<file path="config.mk">
export PLATFORM = sky130hd
export DESIGN_NAME = data_path_param
export DESIGN_NICKNAME = d
export VERILOG_FILES = /design/src/rtl/data_path_param.sv
export SDC_FILE = /design/constraint.sdc
export NUM_CORES = 1
export LEC_CHECK = 0
export BUFFER_PORTS_ARGS = -buffer_cell sky130_fd_sc_hd__buf_4
export CAP_MARGIN = 20
export CELL_PAD_IN_SITES_DETAIL_PLACEMENT = 1
export CELL_PAD_IN_SITES_GLOBAL_PLACEMENT = 2
export CORE_UTILIZATION = 35
export CTS_CLUSTER_DIAMETER = 200
export DETAILED_ROUTE_END_ITERATION = 7
export GPL_TIMING_DRIVEN = 1
export HOLD_SLACK_MARGIN = 0.12
export PLACE_DENSITY = 0.77
export REMOVE_ABC_BUFFERS = 1
export SYNTH_ARGS = -nofsm -noshare
export SYNTH_HDL_FRONTEND = slang
export SYNTH_SLANG_ARGS = --single-unit
</file>
<file path="constraint.sdc">
create_clock -name clk -period 4.9 [get_ports clk]
set_input_delay 0.49 -clock clk [delete_from_list [all_inputs] [get_ports clk]]
set_output_delay 0.49 -clock clk [all_outputs]
set_load 0.01 [all_outputs]
</file>
<file path="src/rtl/data_path_param.sv">
// rtl/data_path_param.sv - parameterised load/store datapath: IR, decode, 4-entry register file, ALU, flags, PC
package k_and_s_pkg;
    typedef enum logic [3:0] {
        I_NOP,
        I_BRANCH,
        I_BZERO,
        I_BNEG,
        I_BNNEG,
        I_BNZERO,
        I_LOAD,
        I_STORE,
        I_MOVE,
        I_ADD,
        I_SUB,
        I_AND,
        I_OR,
        I_HALT
    } decoded_instruction_type;
endpackage

module data_path_param
    import k_and_s_pkg::*;
#(
    parameter int DATA_W   = 16,
    parameter bit SAT_MODE = 1'b0
) (
    input  logic                    clk,
    input  logic                    rst_n,
    input  logic                    branch,
    input  logic                    pc_enable,
    input  logic                    ir_enable,
    input  logic                    addr_sel,
    input  logic                    c_sel,
    input  logic                    write_reg_enable,
    input  logic                    flags_reg_enable,
    input  logic [1:0]              operation,
    input  logic [DATA_W-1:0]       data_in,
    output decoded_instruction_type decoded_instruction,
    output logic                    zero_op,
    output logic                    neg_op,
    output logic                    unsigned_overflow,
    output logic                    signed_overflow,
    output logic [4:0]              ram_addr,
    output logic [DATA_W-1:0]       data_out
);

    localparam logic [DATA_W-1:0] SAT_MAX = {1'b0, {(DATA_W-1){1'b1}}};
    localparam logic [DATA_W-1:0] SAT_MIN = {1'b1, {(DATA_W-1){1'b0}}};

    logic [15:0]       ir;
    logic [4:0]        pc;
    logic [DATA_W-1:0] regs [4];

    logic [1:0]        a_addr;
    logic [1:0]        b_addr;
    logic [1:0]        c_addr;
    logic [4:0]        mem_addr;

    logic [DATA_W-1:0] bus_a;
    logic [DATA_W-1:0] bus_b;
    logic [DATA_W-1:0] bus_c;
    logic [DATA_W:0]   sum_ext;
    logic [DATA_W:0]   diff_ext;
    logic [DATA_W-1:0] alu_raw;
    logic [DATA_W-1:0] alu_result;
    logic              alu_uovf;
    logic              alu_sovf;

    logic              unused_ir_bit;
    assign unused_ir_bit = ir[7];

    always_comb begin
        decoded_instruction = I_NOP;
        a_addr   = 2'd0;
        b_addr   = 2'd0;
        c_addr   = 2'd0;
        mem_addr = 5'd0;
        case (ir[15:8])
            8'h01: begin decoded_instruction = I_BRANCH; mem_addr = ir[4:0]; end
            8'h02: begin decoded_instruction = I_BZERO;  mem_addr = ir[4:0]; end
            8'h03: begin decoded_instruction = I_BNEG;   mem_addr = ir[4:0]; end
            8'h0A: begin decoded_instruction = I_BNNEG;  mem_addr = ir[4:0]; end
            8'h0B: begin decoded_instruction = I_BNZERO; mem_addr = ir[4:0]; end
            8'h81: begin decoded_instruction = I_LOAD;  c_addr = ir[6:5]; mem_addr = ir[4:0]; end
            8'h82: begin decoded_instruction = I_STORE; a_addr = ir[6:5]; mem_addr = ir[4:0]; end
            8'h91: begin
                decoded_instruction = I_MOVE;
                a_addr = ir[1:0];
                b_addr = ir[1:0];
                c_addr = ir[3:2];
            end
            8'hA1, 8'hA2, 8'hA3, 8'hA4: begin
                case (ir[9:8])
                    2'b01:   decoded_instruction = I_ADD;
                    2'b10:   decoded_instruction = I_SUB;
                    2'b11:   decoded_instruction = I_AND;
                    default: decoded_instruction = I_OR;
                endcase
                a_addr = ir[1:0];
                b_addr = ir[3:2];
                c_addr = ir[5:4];
            end
            8'hFF:   decoded_instruction = I_HALT;
            default: decoded_instruction = I_NOP;
        endcase
    end

    assign bus_a    = regs[a_addr];
    assign bus_b    = regs[b_addr];
    assign data_out = bus_a;

    assign sum_ext  = {1'b0, bus_a} + {1'b0, bus_b};
    assign diff_ext = {1'b0, bus_a} - {1'b0, bus_b};

    // Overflow direction always follows operand a's sign, for ADD and SUB alike.
    always_comb begin
        alu_raw  = '0;
        alu_uovf = 1'b0;
        alu_sovf = 1'b0;
        case (operation)
            2'b00: alu_raw = bus_a | bus_b;
            2'b01: begin
                alu_raw  = sum_ext[DATA_W-1:0];
                alu_uovf = sum_ext[DATA_W];
                alu_sovf = (bus_a[DATA_W-1] == bus_b[DATA_W-1]) &&
                           (sum_ext[DATA_W-1] != bus_a[DATA_W-1]);
            end
            2'b10: begin
                alu_raw  = diff_ext[DATA_W-1:0];
                alu_uovf = diff_ext[DATA_W];
                alu_sovf = (bus_a[DATA_W-1] != bus_b[DATA_W-1]) &&
                           (diff_ext[DATA_W-1] != bus_a[DATA_W-1]);
            end
            default: alu_raw = bus_a & bus_b;
        endcase
        alu_result = alu_raw;
        if (SAT_MODE && alu_sovf) begin
            alu_result = bus_a[DATA_W-1] ? SAT_MIN : SAT_MAX;
        end
    end

    assign bus_c    = c_sel ? data_in : alu_result;
    assign ram_addr = addr_sel ? pc : mem_addr;

    always_ff @(posedge clk or negedge rst_n) begin
        if (!rst_n) begin
            ir <= 16'd0;
        end else if (ir_enable) begin
            ir <= data_in[15:0];
        end
    end

    always_ff @(posedge clk or negedge rst_n) begin
        if (!rst_n) begin
            pc <= 5'd0;
        end else if (pc_enable) begin
            pc <= branch ? mem_addr : pc + 5'd1;
        end
    end

    always_ff @(posedge clk or negedge rst_n) begin
        if (!rst_n) begin
            for (int i = 0; i < 4; i++) begin
                regs[i] <= '0;
            end
        end else if (write_reg_enable) begin
            regs[c_addr] <= bus_c;
        end
    end

    always_ff @(posedge clk or negedge rst_n) begin
        if (!rst_n) begin
            zero_op           <= 1'b0;
            neg_op            <= 1'b0;
            unsigned_overflow <= 1'b0;
            signed_overflow   <= 1'b0;
        end else if (flags_reg_enable) begin
            zero_op           <= (alu_result == '0);
            neg_op            <= alu_result[DATA_W-1];
            unsigned_overflow <= alu_uovf;
            signed_overflow   <= alu_sovf;
        end
    end

endmodule

</file>
After elaboration in Yosys (flattened, before gate mapping)
Cells that the tools add are included.
- equality and inequality tests: 22
- $lt $le $gt $ge: 4
- bitwise gates (word level): 5
- reduce and logical (&&, ||, !) cells: 8
- add/subtract/negate cells: 3
- mux-type cells: 21
- operators with widths (kind ; count):
    16-bit 2-to-1 mux ; 6
    16-bit binary-select mux with 2-bit select ; 2
    64-bit bitwise mux ; 1
    8-bit == test, second input constant ; 8
    16-bit case mux with 3 select lines ; 1
    4-bit case mux with 10 select lines ; 1
    16-bit demux with 2-bit select ; 1
    16-bit by 16-bit adder with 17-bit output ; 1
    16-bit by 16-bit subtractor with 17-bit output ; 1
    16-bit AND ; 1
    8-bit by 2-bit == test with 1-bit output, second input constant ; 2
    8-bit by 4-bit == test with 1-bit output, second input constant ; 2
    16-bit logical NOT ; 1
    16-bit OR ; 1
    5-bit 2-to-1 mux ; 3
    3-bit >= comparator, second input constant ; 3
    2-bit NOT with 3-bit output ; 3
    3-bit case mux with 3 select lines ; 1
    8-bit by 1-bit == test with 1-bit output, second input constant ; 1
    2-bit case mux with 2 select lines ; 2
    7-bit OR reduction ; 1
    2-bit == test, second input constant ; 3
    2-bit case mux with 3 select lines ; 1
    5-bit by 1-bit adder with 5-bit output, second input constant ; 1
    9 further kinds ; 15
- output and inout bits: 29
- input port bits: 27
- register bits: 89

Logic depth before layout (Yosys ltp)
Gate-level depths: netlist (run 1).
- depth in word-level cells: 11
- mapped depth: 20

Worst setup path before layout (run 1)
Ideal clock, no wire load.
- path kind: flip-flop to flip-flop
- start: register ir[11]
- end: register zero_op
- buffers on the path: 1
- required time: 4799 ps
- arrival: 5231 ps
- slack: -432 ps
- period minus slack after synthesis: 5332 ps
- stages on the path, launching flop included: 20
- cells stage by stage: dfrtp_1 > or4b_4 > nor4b_4 > o21ai_1 > nand2_1 > buf_2 > mux2i_1 > mux2_2 > inv_1 > ha_1 > fa_1 > a21o_1 > a221o_1 > a2111oi_0 > nor2_1 > xnor2_1 > a221oi_1 > a21o_1 > or4b_1 > o32ai_1
- word-level cells in the longest chain between the ends: 10
- elaborated cells between the ends (all ways): 24
- those cells by class: 2 x add/sub; 6 x eq/ne; 9 x mux; 4 x bitwise; 3 x reduce/logical
- ends and longest elaborated chain (element ; line ; source):
    start, declared ; 50 ; logic [15:0] ir;
    start signal, assigned ; 149 ; ir <= data_in[15:0];
    8-bit == test ; 78 ; case (ir[15:8])
    5-bit OR reduction (no source line) ; n/a ;
    2-bit case mux with 2 select lines * ; 78 ;
    2-bit NOT with 3-bit output (implied by the code) * ; 108 ; assign bus_a = regs[a_addr];
    16-bit binary-select mux with 2-bit select * ; 108 ;
    16-bit 2-to-1 mux (implied by the code) * (2 in series) ; 108 ;
    named net data_out[0] ; 44 ; output logic [DATA_W-1:0] data_out
    16-bit by 16-bit subtractor with 17-bit output (tied with other cells) ; 113 ; assign diff_ext = {1'b0, bus_a} - {1'b0, bus_b};
    16-bit case mux with 3 select lines * ; 120 ; case (operation)
    16-bit logical NOT * ; 178 ; zero_op <= (alu_result == '0);
    end signal, assigned ; 178 ;
    end, declared ; 39 ; output logic zero_op,
Mark *: on every way through the listed nets, which the timed path passes. The rest lies on a longest branch. The select of a mux whose other input is x is not followed.
A chain may end at the register's enable or synchronous reset.

Worst setup path in the final report (run 1)
- start: register ir[12]
- end: register regs[28] (netlist bit)
- word-level cells in the longest chain between the ends: 11
- elaborated cells between the ends (all ways): 33
- those cells by class: 2 x add/sub; 2 x order compare; 7 x eq/ne; 14 x mux; 5 x bitwise; 3 x reduce/logical
- ends and longest elaborated chain (element ; line ; source):
    8-bit == test ; 78 ;
    5-bit OR reduction (no source line) or 4-bit OR reduction (tied branches) ; n/a ;
    2-bit case mux with 2 select lines ; 78 ;
    2-bit NOT with 3-bit output, on equally long branches ; 108, 109 ;
    16-bit binary-select mux with 2-bit select, on equally long branches ; 108, 109 ;
    16-bit 2-to-1 mux, on equally long branches (2 in series) ; 108, 109 ;
    16-bit by 16-bit subtractor with 17-bit output (tied with other cells) ; 113 ;
    16-bit case mux with 3 select lines ; 120 ;
    16-bit 2-to-1 mux ; 142 ; assign bus_c = c_sel ? data_in : alu_result;
    64-bit bitwise mux * ; 167 ; regs[c_addr] <= bus_c;
    end signal, assigned by index ; 167 ;
    end, declared ; 52 ; logic [DATA_W-1:0] regs [4];
Every way passes the cells marked *; elsewhere a longest branch is shown, timed or not. The select of a mux whose other input is x is not followed.

==> impl_metrics.yaml, run 1 <==
worst_hold_path:
  holdPathStages: 3
  hold_start: "data_in[13]"
  min_to: "ir[13]"
  worstHoldPathType: "input pin to register"
route:
  wl_per_cell_um: 22.72
  vias: 7418
  drc: 0
  via_per_inst: 5.650
  ant_nets: 0
  first_pass_iters: 5
  routed_wl_mm: 29.83
  drtIter0Drc: 328
power_and_ir_drop:
  p_comb_share_pct: 66.8
  power_uw: 5262
  internal-power_uw: 3023
  seqPwrFrac_pct: 19.8
  clkPwrFrac_pct: 13.4
  p_leak_uw: 0.004998
  sw_frac_of_total_pct: 42.55
  ir_drop_mv: 0.1971
  p_switching_uw: 2239
  power_density_nw_per_um2: 483.5
synthesis:
  yosys.cell_types.count: 71
  syn_avg_cell_area_um2: 8.990
  synthArstFlopShare_pct: 100.0
  synth_edf_count: 0
  syn_inst: 812
  ys.flop_type: "dfrtp_1"
  yosysSeqAreaShare_pct: 30.17
  ys_ff_latch: 88
  ys_warn_count: 0
  synth_area_um2: 7300
layout:
  layout-area-overhead-vs-synth_pct: 49.09
  nNetsFinal: 1126
  n_antenna_cell: 0
  final_util_pct: 53.44
  drive_above_1_share_pct: 44.77
  layout_common_cells: "buf_4 (238), dfrtp_1 (88), nand2_1 (64)"
  fillCellCount: 2302
  layout_commonest_cell: "buf_4"
grt:
  antenna_found_initial: 0
  grt_pass1_wl_mm: 43.57
  track_usage_pct: 26.37
  grt_max_degree: 63
  grt_pass1_vias: 7788
  globalRouteOverflowTotal: 0
flow_run:
  cap_violations: 0
worst_setup_path:
  cp-startpoint: "ir[12]"
  start_kind: "register"
  reg2reg_from: "ir[12]"
  critPathMaxFanout: 6
  crit_required_ns: 5.13
  crit_chain: "or4b_4 > nor4b_4 > buf_4 > o21ai_4 > nand2_4 > mux2i_1 > mux2_4 > inv_4 > ha_4 > fa_2 > a21o_1 > buf_4 > a221oi_2 > o221ai_2 > o41ai_2 > xor2_1 > o221a_2 > a21oi_2 > buf_4 > mux2_4 > mux2_2"
  cp_slowest_cell: "or4b_4"
  reg2reg_to: "regs[28]"
  rrSetupSlack_ns: -0.17
  crit_type: "register to register"
  reg2reg_depth: 21
  critPathMaxStageDelay_ns: 0.58
  arrival_ns: 5.30
  cpMostUsedCell: "buf_4"
  critPathCaptureType: "register"
clock_network:
  clk_latency_ns: 0.35
  clk_pin_slew_ns: 0.06
  tritoncts: "yes"
  cts.sinks: 88
  root_buffer: "clkbuf_16"
  htreeDepth: 3
  clockBufferDepth: 2
  cts_made_buffers: 9
timing:
  rsz0062_at_grt: "yes"
  hold_viol: 0
  period_share_pct: 103.4
  period_needed_ns: 5.067
  fmax_ghz: 0.1974
  drv_slew: 0
  worst_slack_ns: -0.1671
  finalSetupViolations: 12
  clock_skew_ns: 0.009075
  worstMarginPinSlew_ns: 0.8504
  relSlewSlack_pct: 43.31
placed_design:
  dpl.hpwl_mm: 20.25
  gp_congestion: 0.8575
  io_buffers: 55
floorplanning:
  die_x_um: 146.4
  pin_count: 56
  die-area_um2: 21440
  core-area_um2: 20360
  num_rows: 52
  initial_utilization_pct: 35.84
  die_y_um: 146.4
status:
  status: "finished with violations"
  violations: "negative setup slack"
cell families after synthesis:
| kind of cell | after synthesis | synth area share (%) |
|---|---|---|
| compound gates | 196 | 17.48 |
| buf+inv | 110 | 5.879 |
| fa+ha+maj | 59 | 10.32 |
| flops | 88 | 30.17 |
| simple gates | 194 | 12.65 |
| mux | 145 | 21.10 |
| xor+xnor | 20 | 2.400 |
area by class of cell:
class | count | area, um^2 | area share, %
sequential | 88 | 2202 | 20.23
timing repair buffer | 263 | 2167 | 19.91
tap | 270 | 337.8 | 3.104
clock inverter | 3 | 42.54 | 0.3909
clock buffer | 11 | 252.7 | 2.322
inverter | 64 | 242.7 | 2.230
multi-input combinational | 614 | 5638 | 51.81
routing by layer:
layer	vias up	global-route usage (%)	share of wire, %
met5	-	0	0
met4	0	10.83	4.0
met3	72	3.219	3.1
met2	201	47.19	52
met1	3785	31.88	41
li1	3360	-	-
synth_stat cells, drive strengths merged (6+ instances only):
cell type | instances | area, um^2
a21o | 7 | 52.55
a21oi | 49 | 245.2
a31oi | 6 | 37.54
buf | 17 | 80.07
clkbuf | 29 | 108.9
dfrtp | 88 | 2202
ha | 57 | 713.2
inv | 63 | 236.5
mux2 | 61 | 686.9
mux2i | 83 | 830.8
nand2 | 66 | 247.7
nand2b | 6 | 37.54
nand3 | 11 | 55.05
nand4 | 6 | 37.54
nor2 | 62 | 232.7
nor3 | 9 | 45.04
nor4 | 6 | 43.79
o21ai | 60 | 300.3
o22ai | 7 | 43.79
o32ai | 6 | 52.55
xnor2 | 16 | 140.1
sequential cells by signal, summed over array words and instances (netlist names):
register and count:
ir 15, neg_op 1, pc 5, regs 64
signed_overflow 1, unsigned_overflow 1, zero_op 1
stage by stage:
stage / area, um^2 / worst slack [ns] / std cells / hold slack [ns] / setup TNS [ns]
2_1_floorplan: 7111 / -1.748 / 766 / 0.1944 / -66.45
3_3_place_gp: 9160 / -0.2873 / 1256 / 0.4175 / -3.999
3_5_place_dp: 9175 / -0.5137 / 1257 / 0.4268 / -11.26
4_1_cts: 10350 / -0.04255 / 1294 / 0.3542 / -0.09062
5_1_grt: 10880 / -0.3217 / 1313 / 0.3716 / -5.141
6_report: 10880 / -0.1671 / 1313 / 0.3598 / -0.9887
worst max path at each step:
stage | to
finish | regs[28]
global route | zero_op
CTS | zero_op
detailed placement | regs[15]
floorplan | zero_op
global placement | regs[15]
timing repair:
action	4_1_cts	5_1_grt
endpoints found under the hold margin	26	0
buffers inserted	21	19
hold buffers	1	0
gates cloned	2	1
resized for setup	133	79
pin swaps	19	29
setup endpoints to repair	42	46
power groups by stage:
| stage | combinational [uW] | clock [uW] | sequential (uW) |
|---|---|---|---|
| 5_1_grt | 3730 | 739 | 1060 |
| 3_3_place_gp | 2610 | 0 | 1000 |
| 3_5_place_dp | 2710 | 0 | 1030 |
| 4_1_cts | 3130 | 713 | 1020 |
| 6_report | 3520 | 703 | 1040 |
| 2_1_floorplan | 1450 | 0 | 986 |
critical path, delay by kind of cell (launching register included):
family                   cells  cell delay (ns)
AO/OA/AOI/OAI                7             1.28
XOR/XNOR                     1             0.19
adder cells (fa/ha/maj)      2             0.51
buffers and inverters        4             0.55
flip-flops                   1             0.38
multiplexers                 4             0.99
AND/OR/NAND/NOR              3             1.03
No activity file was read; power rests on OpenSTA's default activity.
==> run 2: changes to the inputs <==
--- a/config.mk
+++ b/config.mk
@@ -19,3 +19,4 @@
 export SYNTH_ARGS = -nofsm -noshare
 export SYNTH_HDL_FRONTEND = slang
 export SYNTH_SLANG_ARGS = --single-unit
+export TNS_END_PERCENT = 50
==> run 2 against run 1 <==
Net effect: the flow still finishes with violations (negative setup slack); global-route usage unchanged; clock-buffer cell count unchanged; critical path depth unchanged; clock power about the same; via count up 0.16%; register-to-register slack about the same; setup slack worse by 0.00052 ns; non-clock buffer count up 1; sequential cell count unchanged; final cell count about the same; highest routed layer unchanged.
==> impl_metrics.yaml, run 2 (synthesis gave the netlist of run 1 again) <==
worst_hold_path:
  min_to: "ir[13]"
  worstHoldPathType: "input pin to register"
  hold_start: "data_in[13]"
  holdPathStages: 3
timing:
  fmax_ghz: 0.1973
  rsz0062_at_grt: "yes"
  period_needed_ns: 5.068
  worstMarginPinSlew_ns: 0.8408
  period_share_pct: 103.4
  worst_slack_ns: -0.1676
  hold_ws_ns: 0.3603
  hold_viol: 0
  relSlewSlack_pct: 43.95
  clock_skew_ns: 0.01093
  drv_slew: 0
  finalSetupViolations: 13
placed_design:
  dpl.hpwl_mm: 20.25
  placed_area_um2: 9175
  placedCellCount: 1257
  io_buffers: 55
  gp_congestion: 0.8575
power_and_ir_drop:
  clkPwrFrac_pct: 13.4
  power_density_nw_per_um2: 483.7
  seqPwrFrac_pct: 19.8
  internal-power_uw: 3027
  p_switching_uw: 2241
  ir_drop_mv: 0.1964
  p_leak_uw: 0.005000
  p_comb_share_pct: 66.9
  sw_frac_of_total_pct: 42.55
worst_setup_path:
  cp_top_family: "compound AO/OA/AOI/OAI gates"
  critPathBufInv: 4
  arrival_ns: 5.30
  critPathMaxStageDelay_ns: 0.58
  critPathCaptureType: "register"
  cpMostUsedCell: "buf_4"
  critPathMaxFanout: 6
  crit_type: "register to register"
  reg2reg_depth: 21
  crit_chain: "or4b_4 > nor4b_4 > buf_4 > o21ai_4 > nand2_4 > mux2i_1 > mux2_4 > inv_4 > ha_4 > fa_2 > a21o_1 > buf_4 > a221oi_2 > o221ai_2 > o41ai_2 > xor2_1 > o221a_2 > a21oi_2 > buf_4 > mux2_4 > mux2_2"
  reg2reg_to: "regs[28]"
  reg2reg_from: "ir[12]"
  crit_required_ns: 5.13
  rrSetupSlack_ns: -0.17
  cp_slowest_cell: "or4b_4"
  start_kind: "register"
route:
  ant_nets: 0
  drtIter0Drc: 317
  drc: 0
  first_pass_iters: 5
  via_per_inst: 5.654
  routed_wl_mm: 29.88
  vias: 7430
  wl_per_cell_um: 22.74
layout:
  layoutNonFillerInstCount: 1314
  top_regs: "regs (64), ir (15), pc (5)"
  largest_reg_flops: 64
  n_antenna_cell: 0
  largest-register: "regs"
  layout_common_cells: "buf_4 (238), dfrtp_1 (88), nand2_1 (64)"
  layout-area-overhead-vs-synth_pct: 49.19
  nNetsFinal: 1127
  stdcell_area_um2: 10890
  layout_commonest_cell: "buf_4"
  drive_above_1_share_pct: 44.83
grt:
  globalRouteOverflowTotal: 0
  antenna_found_initial: 0
  track_usage_pct: 26.37
  grt_max_degree: 63
  grt_pass1_vias: 7788
  grt_pass1_wl_mm: 43.57
floorplanning:
  core-area_um2: 20360
  pin_count: 56
  die_y_um: 146.4
  die-area_um2: 21440
  num_rows: 52
  initial_utilization_pct: 35.84
  die_x_um: 146.4
status:
  violations: "negative setup slack"
  status: "finished with violations"
clock_network:
  clk_latency_ns: 0.35
  htreeDepth: 3
  cts.sinks: 88
  root_buffer: "clkbuf_16"
  tritoncts: "yes"
  clockBufferDepth: 2
  clk_pin_slew_ns: 0.06
  cts_made_buffers: 9
flow_run:
  cap_violations: 0
## run 2: worst min-delay path, stage by stage
cell	delay [ns]
buf_4	0.09
nand2_1	0.04
o21ai_0	0.06
## run 2: worst max path at each step
stage,from,to,depth (start not counted)
detailed placement,ir[11],regs[15],17
global placement,ir[11],regs[15],18
global route,ir[12],zero_op,21
floorplan,ir[8],zero_op,16
CTS,ir[11],zero_op,20
finish,ir[12],regs[28],21
## run 2: through the flow
| step | setup WS, ns | util (%) | TNS [ns] | total power, uW |
|---|---|---|---|---|
| after floorplan | -1.748 | - | -66.45 | 2431 |
| after global placement | -0.2873 | 44.98 | -3.999 | 3613 |
| after detailed placement | -0.5137 | 45.05 | -11.26 | 3737 |
| after CTS | -0.04255 | 50.84 | -0.09062 | 4867 |
| after global routing | -0.3217 | 53.48 | -5.476 | 5534 |
| final | -0.1676 | 53.48 | -1.068 | 5268 |
## run 2: layer usage
metal / part of all wire (%) / vias up / GRT usage (%) / wire length [um]
met2: 52 / 209 / 47.19 / 15390
met5: 0 / - / 0 / 0
met1: 41 / 3792 / 31.88 / 12330
li1: - / 3358 / - / -
met3: 3.3 / 71 / 3.219 / 973
met4: 4.0 / 0 / 10.83 / 1182
## run 2: power by group through the flow
stage	registers (uW)	logic, uW	clock network (uW)
2_1_floorplan	986	1450	0
6_report	1040	3520	704
3_5_place_dp	1030	2710	0
3_3_place_gp	1000	2610	0
5_1_grt	1060	3740	739
4_1_cts	1020	3130	713
## run 2: repair_timing
action                                  in CTS  in global routing
resized for setup                          133                 79
endpoints found under the setup margin      42                 46
hold buffers                                 1                  0
gates cloned                                 2                  1
buffers inserted                            21                 19
pin swaps                                   19                 29
endpoints found under the hold margin       26                  0
## run 2: area by class of cell
cell class / count / area [um^2]
fillers: 2302 / 9474
multi-input cells: 614 / 5634
flip-flops and latches: 88 / 2202
repair buffers: 264 / 2178
well taps: 270 / 337.8
clock buffers: 11 / 252.7
inverters: 64 / 242.7
clock inverters: 3 / 42.54
